**src/rtl/uart_rx_os.sv**
```systemverilog
// Oversampling UART receiver: 2-flop synchroniser, mid-bit sampling, word out one cycle after last stop sample.
// Output held on rx_valid until rx_ready; a frame finishing while a word is still pending is dropped and flags overrun.
module uart_rx_os #(
    parameter int CLKS_PER_BIT = 16,
    parameter int DATA_BITS    = 8,
    parameter int PARITY       = 0,
    parameter int STOP_BITS    = 1
) (
    input  logic                 clk,
    input  logic                 rst,
    input  logic                 rx_en,
    input  logic                 rx_data,
    input  logic                 rx_ready,
    output logic [DATA_BITS-1:0] rx_word,
    output logic                 rx_valid,
    output logic                 parity_err,
    output logic                 frame_err,
    output logic                 overrun,
    output logic                 busy
);
    localparam int HALF = CLKS_PER_BIT / 2;
    localparam int CW   = $clog2(CLKS_PER_BIT);
    localparam logic [CW-1:0] FULL_LAST = CW'(CLKS_PER_BIT - 1);
    localparam logic [CW-1:0] HALF_LAST = CW'(HALF - 1);
    localparam logic [3:0]    DATA_LAST = 4'(DATA_BITS - 1);
    localparam logic [3:0]    STOP_LAST = 4'(STOP_BITS - 1);

    typedef enum logic [2:0] {IDLE, START, DATA, PAR, STOP} state_t;

    state_t                 state;
    state_t                 state_nxt;
    logic                   sync1;
    logic                   rxs;
    logic [CW-1:0]          clk_cnt;
    logic [3:0]             bit_cnt;
    logic [DATA_BITS-1:0]   shreg;
    logic                   fr_perr;
    logic                   fr_ferr;
    logic                   done;
    logic                   tick;
    logic                   last_bit;

    always_ff @(posedge clk) begin
        if (rst) begin
            sync1 <= 1'b1;
            rxs   <= 1'b1;
        end else begin
            sync1 <= rx_data;
            rxs   <= sync1;
        end
    end

    // START waits half a bit so every later sample lands mid-bit
    assign tick     = (clk_cnt == ((state == START) ? HALF_LAST : FULL_LAST));
    assign last_bit = (state == DATA) ? (bit_cnt == DATA_LAST) : (bit_cnt == STOP_LAST);

    always_ff @(posedge clk) begin
        if (rst) state <= IDLE;
        else     state <= state_nxt;
    end

    always_comb begin
        state_nxt = state;
        if (state != IDLE && !rx_en) begin
            state_nxt = IDLE;
        end else begin
            case (state)
                IDLE:    if (rx_en && !rxs) state_nxt = START;
                START:   if (tick) state_nxt = rxs ? IDLE : DATA;
                DATA:    if (tick && last_bit) state_nxt = (PARITY != 0) ? PAR : STOP;
                PAR:     if (tick) state_nxt = STOP;
                STOP:    if (tick && last_bit) state_nxt = IDLE;
                default: state_nxt = IDLE;
            endcase
        end
    end

    always_comb begin
        busy = (state != IDLE);
    end

    always_ff @(posedge clk) begin
        if (rst) begin
            clk_cnt <= '0;
            bit_cnt <= '0;
            shreg   <= '0;
            fr_perr <= 1'b0;
            fr_ferr <= 1'b0;
            done    <= 1'b0;
        end else begin
            done <= 1'b0;
            if (state == IDLE) begin
                clk_cnt <= '0;
                bit_cnt <= '0;
                if (state_nxt == START) begin
                    fr_perr <= 1'b0;
                    fr_ferr <= 1'b0;
                end
            end else begin
                clk_cnt <= tick ? '0 : clk_cnt + CW'(1);
                if (tick) begin
                    case (state)
                        DATA: begin
                            shreg   <= {rxs, shreg[DATA_BITS-1:1]};
                            bit_cnt <= last_bit ? 4'd0 : bit_cnt + 4'd1;
                        end
                        PAR:  fr_perr <= (PARITY == 2) ? ~(^shreg ^ rxs) : (^shreg ^ rxs);
                        STOP: begin
                            if (!rxs) fr_ferr <= 1'b1;
                            bit_cnt <= bit_cnt + 4'd1;
                            done    <= last_bit && rx_en;
                        end
                        default: ;
                    endcase
                end
            end
        end
    end

    always_ff @(posedge clk) begin
        if (rst) begin
            rx_word    <= '0;
            rx_valid   <= 1'b0;
            parity_err <= 1'b0;
            frame_err  <= 1'b0;
            overrun    <= 1'b0;
        end else if (done) begin
            if (!rx_valid || rx_ready) begin
                rx_word    <= shreg;
                parity_err <= fr_perr;
                frame_err  <= fr_ferr;
                rx_valid   <= 1'b1;
                if (rx_valid) overrun <= 1'b0;
            end else begin
                overrun <= 1'b1;
            end
        end else if (rx_valid && rx_ready) begin
            rx_valid <= 1'b0;
            overrun  <= 1'b0;
        end
    end
endmodule

```
**config.mk**
```make
export PLATFORM = sky130hd
export DESIGN_NAME = uart_rx_os
export DESIGN_NICKNAME = d
export VERILOG_FILES = /design/src/rtl/uart_rx_os.sv
export SDC_FILE = /design/constraint.sdc
export NUM_CORES = 1
export LEC_CHECK = 0
export BUFFER_PORTS_ARGS = -buffer_cell sky130_fd_sc_hd__buf_2
export CAP_MARGIN = 10
export CORE_ASPECT_RATIO = 0.7
export CORE_MARGIN = 2
export CORE_UTILIZATION = 47
export DETAILED_ROUTE_END_ITERATION = 10
export GPL_ROUTABILITY_DRIVEN = 1
export GPL_TIMING_DRIVEN = 0
export HOLD_SLACK_MARGIN = 0.06
export PLACE_DENSITY = 0.73
export SETUP_SLACK_MARGIN = 0.3
export SKIP_LAST_GASP = 1
export SLEW_MARGIN = 25
export SYNTH_ARGS = -nofsm -noshare
export SYNTH_HDL_FRONTEND = slang
export SYNTH_SLANG_ARGS = --single-unit
```
**constraint.sdc**
```tcl
create_clock -name clk -period 2 [get_ports clk]
set_input_delay 0.3 -clock clk [delete_from_list [all_inputs] [get_ports clk]]
set_output_delay 0.3 -clock clk [all_outputs]
set_load 0.005 [all_outputs]
```
==> results.txt <==
share of post-route cells with drive strength above 1 - 26.09%
global routing's busiest layer - met2
crit path max fanout - 10
Synth Flop Type - dfxtp_1
Worst Setup Start Kind - flop
P_int - 0.001174 W
via count - 1272
Total Routed Length - 3147 um
Critical Path AT - 2.01 ns
dpl cell area - 1700 um^2
Worst-Skew Late Latency - 0.29 ns
routed vias/inst - 5.192
Setup crit end - state[2]
synth unique cells - 35
DRC Markers - 0
status - finished, final reports clean
Ports - 18
initial antenna violation count - 0
MaxCap Viol Count - 0
first-pass GRT wire length - 5230 um
CP required - 2.21 ns
yosys warns - 0
Synth area leaders - dfxtp_1 46%, mux2i_1 7.0%, nor2_1 6.0%
syn avg cell area - 8.989 um^2
largest net degree at the start of global routing - 12
worst vdd ir - 0.4314 mV
final instance area - 1947 um^2
Final Max Slew Viols - 0
Layout fillers - 259
most common cell in the netlist - dfxtp_1
Mapped Cells - 174
Clock Skews - 0.001719 ns
synthesized flop and latch total - 36
Post-Syn Nets - 182
Logic pwr share - 2.6%
Hold Path Class - input pin to flop
Overall Global Routing Usage - 18.59%
period utilization - 89.99%
fmax - 555.6 MHz
Pwr Density - 745.9 nW/um^2
clk slew on worst S/H paths - 0.07 ns
Nets - 214
Initial DRT Pass Iterations - 4
Chip Width - 72.95 um
Final Setup Violations - 0
Root Buffer - clkbuf_8
Hold Startpoint - rx_data
leakage power - 0.8573 nW
CTS tree - built
remaining global-route overflow - 0
htree depth - 2
met3 usage - 5.385%
routability cong. - 0.9130
WL/cell - 12.84 um
Setup crit end kind - flop
Core Region - 3169 um^2
FF-to-FF End - state[2]
R2R depth - 6
Post-synth EDFFs - 0
FF-to-FF Start - state[0]
Reg2Reg Setup Slack - 0.20 ns
clock power share - 47.7%
cts hold-fix bufs - 0
CTS Buffer Depth - 2
met1 GRT Util - 24.94%
initial core utilization - 49.35%
clk sinks - 36
Worst-Margin Slew - 0.5677 ns
First DRT Iteration DRCs - 32
post-route ant nets - 0
num rows - 17
Reg power frac - 49.7%
Detail Placement HPWL - 2156 um
RSZ-0062 raised after global routing - true
vias in the first global route - 1146
CTS Buf Count - 5
Netlist Area Pre-Place - 1564 um^2
max_slew headroom - 62.15%
Net Sw Frac - 19.17%
setup TNS - 0 ns
PortBufs - 17
Antenna diodes - 0
total net switching power - 0.0002783 W
clock period minus worst slack - 1.800 ns
die area - 3812 um^2
share of Yosys cell area claimed by the top area cell type - 46.08%
cell taking the most area after synthesis - dfxtp_1
asr flop ratio synth - 0%
Final Hold Viols - 0
Seq/Total Area, Yosys - 46.08%
Area Growth Syn to Fin - 24.48%
met2 global-route usage - 26.21%
Worst Setup Path Type - flop to flop
Post-synth top cells - 36 x dfxtp_1, 25 x nor2_1, 15 x nand2_1
Critical Path Start - state[0]
die span in y - 52.27 um
==> layer usage <==
metal | wire length (um) | share of wire (%)
met4 | 69 | 2.2
met5 | 0 | 0
met1 | 1468 | 47
met2 | 1407 | 45
met3 | 202 | 6.4
==> sequential cells by signal, summed over array words and instances, names as in the netlist <==
name,flops
bit_cnt,4
clk_cnt,4
done,1
fr_ferr,1
fr_perr,1
frame_err,1
overrun,1
parity_err,1
rx_valid,1
rx_word,8
rxs,1
shreg,8
state,3
sync1,1
==> layout by cell type (no fill, tap or decap), types with 2 or more instances in the layout <==
cell / synthesis / final
dfxtp_1: 36 / 33
nor2_1: 25 / 24
buf_2: 0 / 17
nand2_1: 15 / 15
a21oi_1: 14 / 14
o21ai_0: 11 / 10
mux2i_1: 11 / 10
xnor2_1: 8 / 8
buf_4: 2 / 8
inv_1: 7 / 7
clkbuf_8: 0 / 7
xor2_1: 5 / 5
clkbuf_1: 4 / 4
buf_6: 1 / 3
nor3_1: 5 / 3
dfxtp_2: 0 / 3
nor3_2: 0 / 2
nand3_2: 0 / 2
nand3_1: 4 / 2
or2_2: 2 / 2
a31oi_1: 2 / 2
ha_1: 3 / 2
==> power by group through the flow <==
| stage | Clock (W) | Combinational (W) | Sequential, W |
|---|---|---|---|
| after global routing | 0.000741 | 0.0000418 | 0.000721 |
| after detailed placement | 0 | 0.0000344 | 0.000738 |
| after global placement | 0 | 0.0000331 | 0.000738 |
| final | 0.000692 | 0.0000381 | 0.000722 |
| after floorplan | 0 | 0.0000220 | 0.000737 |
| after CTS | 0.000711 | 0.0000349 | 0.000721 |
==> worst min-delay path by stage <==
| stage | to | slack, ns | cells past startpoint |
|---|---|---|---|
| after floorplan | rxs | 0.39 | 1 |
| after global placement | rxs | 0.40 | 1 |
| after detailed placement | rxs | 0.39 | 1 |
| after CTS | sync1 | 0.18 | 2 |
| after global routing | sync1 | 0.20 | 2 |
| final | sync1 | 0.19 | 2 |
==> worst max-delay path, cell delays in order, from the launching register on <==
cell and delay, ns:
dfxtp_1 0.33, buf_6 0.14, nor3b_1 0.26, xor2_1 0.33, nand3_2 0.16, mux2_4 0.33, a211oi_2 0.16
==> area by class of cell <==
type | count | area [um^2] | share of cell area, %
buffer | 9 | 57.56 | 2.956
clock buffer | 7 | 96.34 | 4.949
clock inverter | 1 | 30.03 | 1.542
inverter | 7 | 26.28 | 1.350
multi-input combinational | 122 | 819.5 | 42.10
sequential | 36 | 724.4 | 37.21
tap | 38 | 47.55 | 2.442
timing repair buffer | 25 | 145.1 | 7.455
==> logic make-up after synthesis <==
family	Yosys count	synth area share [%]
compound gates	33	12.16
xor+xnor	14	8.720
fa+ha+maj	3	2.400
buf+inv	16	4.800
flops	36	46.08
mux	12	8.000
simple gates	60	17.84
==> timing repair <==
item	CTS	global route
pin swaps	2	5
buffers inserted	5	3
gates cloned	0	0
resized for setup	9	7
endpoints found under the setup margin	14	26
==> stage by stage <==
step | utilization (%) | cells | total power [W] | hold slack, ns | worst slack [ns]
finish | 61.43 | 245 | 0.001452 | 0.1895 | 0.2003
detailed placement | 53.65 | 229 | 0.0007722 | 0.3940 | 0.1498
global placement | 53.65 | 229 | 0.0007709 | 0.3951 | 0.2076
global route | 61.43 | 245 | 0.001504 | 0.1983 | 0.09816
floorplan | - | 174 | 0.0007594 | 0.3895 | 0.3218
CTS | 59.93 | 242 | 0.001467 | 0.1841 | 0.2202
No activity file was read; power rests on OpenSTA's default activity.
